$ cat src/rtl/uwire_if.sv
// uwire_if: host-side write queue, status and readback plus the uWire pin bundle.
interface uwire_if #(
    parameter int unsigned DATA_WIDTH = 32,
    parameter int unsigned FIFO_DEPTH = 16
);
    localparam int unsigned CountW = $clog2(FIFO_DEPTH + 1);

    logic                  wr_valid;
    logic                  wr_ready;
    logic [DATA_WIDTH-1:0] wr_data;
    logic [CountW-1:0]     fifo_count;
    logic                  busy;
    logic                  done;
    logic [DATA_WIDTH-1:0] rd_data;
    logic                  rd_valid;
    logic                  uwire_data;
    logic                  uwire_clk;
    logic                  uwire_le;
    logic                  uwire_miso;

    // Seen from the serial master.
    modport master (
        input  wr_valid, wr_data, uwire_miso,
        output wr_ready, fifo_count, busy, done, rd_data, rd_valid,
               uwire_data, uwire_clk, uwire_le
    );

    // Seen from the sequencer and the device pins.
    modport slave (
        output wr_valid, wr_data, uwire_miso,
        input  wr_ready, fifo_count, busy, done, rd_data, rd_valid,
               uwire_data, uwire_clk, uwire_le
    );
endinterface

$ cat src/rtl/uwire_master.sv
// uwire_master: queued MICROWIRE serial master with readback capture from the device data-out.
module uwire_master #(
    parameter int unsigned DATA_WIDTH  = 32,
    parameter int unsigned HALF_PERIOD = 3,
    parameter int unsigned LE_CYCLES   = 3,
    parameter int unsigned GAP_CYCLES  = 3,
    parameter int unsigned FIFO_DEPTH  = 16
) (
    input  logic    clk,
    input  logic    rst_n,
    uwire_if.master bus
);
    localparam int unsigned CountW = $clog2(FIFO_DEPTH + 1);
    localparam int unsigned PtrW   = $clog2(FIFO_DEPTH);
    localparam int unsigned BitW   = $clog2(DATA_WIDTH);
    localparam int unsigned MaxLg  = (LE_CYCLES > GAP_CYCLES) ? LE_CYCLES : GAP_CYCLES;
    localparam int unsigned MaxCyc = (HALF_PERIOD > MaxLg) ? HALF_PERIOD : MaxLg;
    localparam int unsigned PhaseW = (MaxCyc > 1) ? $clog2(MaxCyc) : 1;

    localparam logic [PhaseW-1:0] HalfLoad = PhaseW'(HALF_PERIOD - 1);
    localparam logic [PhaseW-1:0] LeLoad   = PhaseW'(LE_CYCLES - 1);
    localparam logic [PhaseW-1:0] GapLoad  = PhaseW'(GAP_CYCLES - 1);

    typedef enum logic [2:0] {
        StIdle, StLoad, StShiftLo, StShiftHi, StLeSetup, StLeHigh, StGap
    } state_e;

    state_e                state_q, state_d;
    logic [PhaseW-1:0]     phase_q, phase_d;
    logic [BitW-1:0]       bit_q, bit_d;
    logic [DATA_WIDTH-1:0] sh_q, sh_d;
    logic [DATA_WIDTH-1:0] rd_shift_q, rd_shift_d;
    logic [DATA_WIDTH-1:0] rd_data_q, rd_data_d;
    logic                  rd_valid_q, rd_valid_d;
    logic                  done_q, done_d;
    logic                  sdata_q, sdata_d;
    logic                  sclk_q, sclk_d;
    logic                  le_q, le_d;
    logic                  miso_s1_q, miso_s2_q;
    logic                  ready_en_q;
    logic [PtrW-1:0]       wr_ptr_q, wr_ptr_d;
    logic [PtrW-1:0]       rd_ptr_q, rd_ptr_d;
    logic [CountW-1:0]     count_q, count_d;
    logic [DATA_WIDTH-1:0] mem [FIFO_DEPTH];

    logic full, empty, push, pop;

    // Ready is derived from registered occupancy only, so a same-cycle pop never frees a slot.
    assign full  = (count_q == CountW'(FIFO_DEPTH));
    assign empty = (count_q == '0);
    assign push  = bus.wr_valid & bus.wr_ready;
    assign pop   = (state_q == StLoad);

    assign bus.wr_ready   = ready_en_q & ~full;
    assign bus.fifo_count = count_q;
    assign bus.busy       = (state_q != StIdle) | ~empty;
    assign bus.done       = done_q;
    assign bus.rd_data    = rd_data_q;
    assign bus.rd_valid   = rd_valid_q;
    assign bus.uwire_data = sdata_q;
    assign bus.uwire_clk  = sclk_q;
    assign bus.uwire_le   = le_q;

    // FIFO pointer and occupancy bookkeeping.
    always_comb begin
        wr_ptr_d = wr_ptr_q;
        rd_ptr_d = rd_ptr_q;
        count_d  = count_q;
        if (push) wr_ptr_d = wr_ptr_q + PtrW'(1);
        if (pop)  rd_ptr_d = rd_ptr_q + PtrW'(1);
        unique case ({push, pop})
            2'b10:   count_d = count_q + CountW'(1);
            2'b01:   count_d = count_q - CountW'(1);
            default: count_d = count_q;
        endcase
    end

    // Word sequencer: each timed state counts phase_q down to zero, then moves on.
    always_comb begin
        state_d    = state_q;
        phase_d    = phase_q;
        bit_d      = bit_q;
        sh_d       = sh_q;
        rd_shift_d = rd_shift_q;
        unique case (state_q)
            StIdle: begin
                if (!empty) state_d = StLoad;
            end
            StLoad: begin
                sh_d    = mem[rd_ptr_q];
                bit_d   = BitW'(DATA_WIDTH - 1);
                phase_d = HalfLoad;
                state_d = StShiftLo;
            end
            StShiftLo: begin
                if (phase_q == '0) begin
                    phase_d = HalfLoad;
                    state_d = StShiftHi;
                end else begin
                    phase_d = phase_q - PhaseW'(1);
                end
            end
            StShiftHi: begin
                if (phase_q == '0) begin
                    // Sample readback late in the high phase to give the device settle time.
                    rd_shift_d = {rd_shift_q[DATA_WIDTH-2:0], miso_s2_q};
                    phase_d    = HalfLoad;
                    if (bit_q == '0) begin
                        state_d = StLeSetup;
                    end else begin
                        bit_d   = bit_q - BitW'(1);
                        sh_d    = {sh_q[DATA_WIDTH-2:0], 1'b0};
                        state_d = StShiftLo;
                    end
                end else begin
                    phase_d = phase_q - PhaseW'(1);
                end
            end
            StLeSetup: begin
                if (phase_q == '0) begin
                    phase_d = LeLoad;
                    state_d = StLeHigh;
                end else begin
                    phase_d = phase_q - PhaseW'(1);
                end
            end
            StLeHigh: begin
                if (phase_q == '0) begin
                    phase_d = GapLoad;
                    state_d = StGap;
                end else begin
                    phase_d = phase_q - PhaseW'(1);
                end
            end
            StGap: begin
                if (phase_q == '0) begin
                    state_d = empty ? StIdle : StLoad;
                end else begin
                    phase_d = phase_q - PhaseW'(1);
                end
            end
            default: state_d = StIdle;
        endcase
    end

    // Pin and status outputs are registered from the next state so they never glitch.
    always_comb begin
        sclk_d     = (state_d == StShiftHi);
        le_d       = (state_d == StLeHigh);
        sdata_d    = ((state_d == StShiftLo) || (state_d == StShiftHi)) ? sh_d[DATA_WIDTH-1]
                                                                        : 1'b0;
        rd_valid_d = (state_q == StLeSetup) && (state_d == StLeHigh);
        rd_data_d  = rd_valid_d ? rd_shift_q : rd_data_q;
        done_d     = (state_q == StGap) && (state_d == StIdle);
    end

    // State registers with synchronous active-low reset; a reset mid-word drops the word.
    always_ff @(posedge clk) begin
        if (!rst_n) begin
            state_q    <= StIdle;
            phase_q    <= '0;
            bit_q      <= '0;
            sh_q       <= '0;
            rd_shift_q <= '0;
            rd_data_q  <= '0;
            rd_valid_q <= 1'b0;
            done_q     <= 1'b0;
            sdata_q    <= 1'b0;
            sclk_q     <= 1'b0;
            le_q       <= 1'b0;
            miso_s1_q  <= 1'b0;
            miso_s2_q  <= 1'b0;
            ready_en_q <= 1'b0;
            wr_ptr_q   <= '0;
            rd_ptr_q   <= '0;
            count_q    <= '0;
        end else begin
            state_q    <= state_d;
            phase_q    <= phase_d;
            bit_q      <= bit_d;
            sh_q       <= sh_d;
            rd_shift_q <= rd_shift_d;
            rd_data_q  <= rd_data_d;
            rd_valid_q <= rd_valid_d;
            done_q     <= done_d;
            sdata_q    <= sdata_d;
            sclk_q     <= sclk_d;
            le_q       <= le_d;
            miso_s1_q  <= bus.uwire_miso;
            miso_s2_q  <= miso_s1_q;
            ready_en_q <= 1'b1;
            wr_ptr_q   <= wr_ptr_d;
            rd_ptr_q   <= rd_ptr_d;
            count_q    <= count_d;
        end
    end

    // FIFO storage needs no reset; pointers define what is valid.
    always_ff @(posedge clk) begin
        if (push) mem[wr_ptr_q] <= bus.wr_data;
    end
endmodule

$ cat src/flat_wrapper.sv
// flat-port wrapper written by rule: the top's interface ports become plain ports
module uwire_master_flat 
#(
    parameter int unsigned DATA_WIDTH  = 32,
    parameter int unsigned HALF_PERIOD = 3,
    parameter int unsigned LE_CYCLES   = 3,
    parameter int unsigned GAP_CYCLES  = 3,
    parameter int unsigned FIFO_DEPTH  = 16
)
  (clk, rst_n, bus_wr_valid, bus_wr_data, bus_uwire_miso, bus_wr_ready, bus_fifo_count, bus_busy, bus_done, bus_rd_data, bus_rd_valid, bus_uwire_data, bus_uwire_clk, bus_uwire_le);
  uwire_if #(.DATA_WIDTH(DATA_WIDTH), .FIFO_DEPTH(FIFO_DEPTH)) bus_i ();
  input  logic clk;
  input  logic rst_n;
  input wire logic [$bits(bus_i.wr_valid)-1:0] bus_wr_valid;
  input wire logic [$bits(bus_i.wr_data)-1:0] bus_wr_data;
  input wire logic [$bits(bus_i.uwire_miso)-1:0] bus_uwire_miso;
  output wire logic [$bits(bus_i.wr_ready)-1:0] bus_wr_ready;
  output wire logic [$bits(bus_i.fifo_count)-1:0] bus_fifo_count;
  output wire logic [$bits(bus_i.busy)-1:0] bus_busy;
  output wire logic [$bits(bus_i.done)-1:0] bus_done;
  output wire logic [$bits(bus_i.rd_data)-1:0] bus_rd_data;
  output wire logic [$bits(bus_i.rd_valid)-1:0] bus_rd_valid;
  output wire logic [$bits(bus_i.uwire_data)-1:0] bus_uwire_data;
  output wire logic [$bits(bus_i.uwire_clk)-1:0] bus_uwire_clk;
  output wire logic [$bits(bus_i.uwire_le)-1:0] bus_uwire_le;
  assign bus_i.wr_valid = bus_wr_valid;
  assign bus_i.wr_data = bus_wr_data;
  assign bus_i.uwire_miso = bus_uwire_miso;
  assign bus_wr_ready = bus_i.wr_ready;
  assign bus_fifo_count = bus_i.fifo_count;
  assign bus_busy = bus_i.busy;
  assign bus_done = bus_i.done;
  assign bus_rd_data = bus_i.rd_data;
  assign bus_rd_valid = bus_i.rd_valid;
  assign bus_uwire_data = bus_i.uwire_data;
  assign bus_uwire_clk = bus_i.uwire_clk;
  assign bus_uwire_le = bus_i.uwire_le;
  uwire_master #(.DATA_WIDTH(DATA_WIDTH), .HALF_PERIOD(HALF_PERIOD), .LE_CYCLES(LE_CYCLES), .GAP_CYCLES(GAP_CYCLES), .FIFO_DEPTH(FIFO_DEPTH)) u_core (.clk(clk), .rst_n(rst_n), .bus(bus_i));
endmodule
$ cat config.mk
export PLATFORM = sky130hd
export DESIGN_NAME = uwire_master_flat
export DESIGN_NICKNAME = d
export VERILOG_FILES = /design/src/rtl/uwire_if.sv /design/src/rtl/uwire_master.sv /design/src/flat_wrapper.sv
export SDC_FILE = /design/constraint.sdc
export NUM_CORES = 1
export LEC_CHECK = 0
export ABC_AREA = 1
export ABC_CLOCK_PERIOD_IN_PS = 3350
export CAP_MARGIN = 20
export CORE_UTILIZATION = 45
export DETAILED_ROUTE_END_ITERATION = 6
export GPL_TIMING_DRIVEN = 0
export SYNTH_ARGS = -nofsm -noshare
export SYNTH_HDL_FRONTEND = slang
export SYNTH_SLANG_ARGS = --single-unit
$ cat constraint.sdc
create_clock -name clk -period 3.35 [get_ports clk]
set_input_delay 0.67 -clock clk [delete_from_list [all_inputs] [get_ports clk]]
set_output_delay 0.67 -clock clk [all_outputs]
set_load 0.05 [all_outputs]
# Word level (Yosys, flattened, before mapping)
# Memories as Yosys holds them, arrays and structs flattened. A register that Yosys moved wholly into a read port is not among the register bits.
# Cells that the tools add are included.
# op_classes
addsub,6
n_reduce_logical,17
n_mul,0
shift,0
eq_ne,15
n_lt_le_gt_ge,0
mux,24
bitwise,5
div,0
# ops
op,count
$mux W32,2
$pmux W32 S2,1
$mux W3,7
$pmux W3 S7,1
$pmux W5 S2,2
$eq A3 B2 Y1 const B,4
$eq A3 B3 Y1 const B,4
$logic_not A5 Y1,2
$mux W5,2
$sub A5 B1 Y5 const B,2
$add A4 B1 Y4 const B,2
$mux W4,2
$logic_not A3 Y1,2
$pmux W2 S3,1
$reduce_and A2 Y1,3
$reduce_bool A3 Y1,2
$add A5 B1 Y5 const B,1
$eq A5 B5 Y1 const B,1
$mux W1,4
$mux W2,2
$ne A2 B2 Y1 const B,2
$reduce_bool A2 Y1,2
$reduce_or A4 Y1,1
$eq A3 B1 Y1 const B,1
other kinds (11),14
# totals
latch_bits,0
wordCells,86
mem_bits_rw,512
rom_bits,0
register_bits,127
out_inout_bits,44
n_memories,1
input_bits,36
# mem_list
name,depth,width,read_ports,rd_ports_with_merged_regs,wr,line_no,text
u_core.mem,16,32,1,1,1,uwire_master.sv:44,logic [DATA_WIDTH-1:0] mem [FIFO_DEPTH];

# Logic depth before layout (Yosys ltp)
# depth
depth_word,7
ltp_mapped,15

# Least setup slack after synthesis
# Ideal clock, no wire load.
# synth_path
kind,register to register
from,register u_core.count_q[1] (netlist: u_core.bus.fifo_count[1])
to,"memory u_core.mem[11][0], enable pin"
setup_time_ps,421
required_time_ps,2929
slack_ps,49
arrival_time_ps,2880
period_less_slack_ps,3301
path_stages_with_launch,9
cell_sequence,dfxtp_1 -> inv_1 -> nand3_1 -> inv_1 -> nand2_1 -> nand2_1 -> nor2_1 -> nand3_1 -> nor2_1
# synth_between
elab_chain_len,6
# synth_rtl
element,line_no,text
start: declaration,uwire_master.sv:43,"logic [CountW-1:0] count_q, count_d;"
start signal: assignment,uwire_master.sv:194,count_q <= count_d;
$eq A5 B5 Y1,uwire_master.sv:49,assign full = (count_q == CountW'(FIFO_DEPTH));
$not A1 Y1,uwire_master.sv:54,assign bus.wr_ready = ready_en_q & ~full;
$and A1 B1 Y1,uwire_master.sv:54,
$and A1 B1 Y1,uwire_master.sv:51,assign push = bus.wr_valid & bus.wr_ready;
$mux W1,uwire_master.sv:200,if (push) mem[wr_ptr_q] <= bus.wr_data;
$mux W1 (implied by the code),uwire_master.sv:200,
end: declaration,uwire_master.sv:44,
# No other way between the ends.

# Worst setup path in the final report
# layout_path
from,register u_core.count_q[1] (netlist: u_core.bus.fifo_count[1])
to,output bus_wr_ready
# layout_between
elab_chain_len,3
# layout_rtl
element,line_no,text
$eq A5 B5 Y1,uwire_master.sv:49,
$not A1 Y1,uwire_master.sv:54,
$and A1 B1 Y1,uwire_master.sv:54,
end: declaration,flat_wrapper.sv:17,output wire logic [$bits(bus_i.wr_ready)-1:0] bus_wr_ready;
# No other way between the ends.

==> metrics.cfg <==
[worst_setup_path]
crit_top_cell=inv_1
crit_arrival_ps=2260
crit_type=reg2out
startpoint=u_core.bus.fifo_count[1]
r2r_start=u_core.state_q[0]
cpMaxStageDelayCell=clkdlybuf4s50_1
critPathMaxFanout=4
critical_path.startpoint_type=flip-flop
required_ps=2680
r2r_cells=13
crit_chain=inv_1 > nand3_1 > inv_1 > nand2_1 > nand2_1 > inv_1 > clkdlybuf4s50_1
end_kind=output pin
r2r_slack_ps=440
slowest_delay_ps=800

[cts]
cts.clk_slew.worst_paths_ps=60
holdBufCountCts=0
tritoncts=done
clkLatencyLatePin_ps=610
cts_buffer_depth=3
numCtsBuffers=69
cts_setup_buffers=0
cts.sinks=643
root_buffer=clkbuf_16
htreeDepth=3
cts_resized=0

[floorplanning]
start_util=0.458
die_x_um=248
die-area_mm2=0.0614
placementRows=89
core_area_mm2=0.0594
fp.dieH_um=248
ios=80

[synthesis]
postSynthAreaPerCell_um2=9.73
synthDistinctLibCells=29
yosysSeqAreaShare=0.662
syn_inst=2794
synth_top_cell_by_area=edfxtp_1
synthDominantCellAreaShare=0.565
netlist_area_mm2=0.0272
synth_area_leaders=edfxtp_1 57%, nand2_1 12%, dfxtp_1 9.6%
yosys_warnings=0
syn_nets=2844
synth-seq-cells=643

[worst_hold_path]
hold_path.class=reg2reg
holdPathStages=2
min_from=u_core.miso_s1_q

[sta]
fin_crit_sh=0.875
period_minus_slack_ps=2930
totalNegativeSetupSlack_ps=0
hold_slack_ps=413
fin_ws_ps=417
rsz0062_at_grt=no
slew_headroom=0.225
finalSetupViolCount=0
drv_slew=0
finalClockSkew_ps=23.2
worst-slew-pin-transition_ps=1160
hold_violations=0
clock.fmax_ghz=0.341

[global_route]
overflow=0
grt_pass1_wl_mm=118
antenna_found_initial=0
grtUsageTotal=0.266
grt_pass1_vias=18700
grt_max_degree=21

[placement]
place_area_mm2=0.0294
io_buffers=79
dp_hpwl_mm=51.0
pre_cts_ws_ps=33.7
dpl.cell_count=3663
place_congestion=0.837

[power_and_ir_drop]
total_power_mw=21.2
power_density_mw_per_mm2=673
peakVddDrop_uv=468
p_leak_nw=12.9

[route]
first_pass_iters=7
wl_per_cell_um=21.2
postRouteAntennaNets=0
wl_mm=80.1
vias=19800
drtIter0Drc=2381
vias_per_cell=5.23
drc=8

[cells_and_area]
area_delta_synth_final_pct=15.6
stdcell_area_mm2=0.0314
n_antenna_cell=0
mostFrequentLayoutCells=894 x nand2_1, 512 x edfxtp_1, 454 x inv_1
finalNonFillerCells=3782
drive_gt1_frac=0.0764
final_common_cell=nand2_1
fillers=5193
fin_nets=3011
final_util=0.530

[run]
maxCapViolCount=0

[run_status]
status=finished, violations left
violations=DRC

power by group:
| part | total [mW] | switching [mW] | internal [mW] |
|---|---|---|---|
| clock network | 7.02 | 3.04 | 3.97 |
| logic | 5.11 | 3.74 | 1.37 |
| registers | 9.03 | 0.156 | 8.88 |
| total | 21.2 | 6.94 | 14.2 |
sequential cells by signal (all words and copies together) (netlist names), 2 cells and up, named ones only:
signal / cells
u_core.wr_ptr_q: 4
u_core.bit_q: 5
u_core.mem: 512
u_core.state_q: 3
u_core.bus.fifo_count: 5
u_core.rd_shift_q: 32
u_core.bus.rd_data: 32
u_core.sh_q: 32
u_core.rd_ptr_q: 4
u_core.phase_q: 2
synth_stat cells:
cell type and n:
a31oi_1 1, o21ai_0 47, inv_1 454, buf_6 3
buf_2 57, buf_1 23, and3_1 1, xnor2_1 2
nand2_1 894, buf_4 5, inv_2 22, ha_1 13
edfxtp_1 512, dfxtp_1 131, a21oi_2 19, nand2_2 3
nand3b_1 2, a21oi_1 102, nor2_4 2, clkbuf_1 54
o21a_1 1, o221ai_1 1, xor2_1 5, nor2_1 35
nand2_4 1, fa_1 1, nor3_1 4, nand3_1 396
nand4_1 3
worst paths after layout:
kind / end
min: u_core.miso_s2_q
min reg2reg: u_core.miso_s2_q
max reg2reg: u_core.bus.fifo_count[4]
max: bus_wr_ready
logic make-up after synthesis:
| logic type | Yosys count | share of synthesized area |
|---|---|---|
| compound gates | 171 | 0.0344 |
| xor+xnor | 7 | 0.00225 |
| fa+ha+maj | 14 | 0.00672 |
| buf+inv | 618 | 0.0895 |
| flops | 643 | 0.662 |
| simple gates | 1341 | 0.205 |
final cells by class:
cell class,instances,area (um^2),share of cell area
clock buffer,92,1870,0.0593
buffer,142,646,0.0205
clock inverter,27,154,0.00489
tap,773,967,0.0308
multi-input combinational,1533,6880,0.219
sequential,643,18000,0.572
timing repair buffer,96,1150,0.0365
inverter,476,1790,0.0568
worst max-delay path: cells and delay by family, from the launching register on:
| kind | cells | cell delay [ps] |
|---|---|---|
| buffers and inverters | 4 | 1040 |
| AND/OR/NAND/NOR | 3 | 240 |
| flip-flops | 1 | 390 |
routing by layer:
| layer | GRT usage | wire length [um] |
|---|---|---|
| met1 | 0.351 | 31600 |
| met2 | 0.437 | 37700 |
| met3 | 0.0524 | 8190 |
| met4 | 0.0900 | 2510 |
| met5 | 0 | 0 |
No activity file was read; power rests on OpenSTA's default activity.
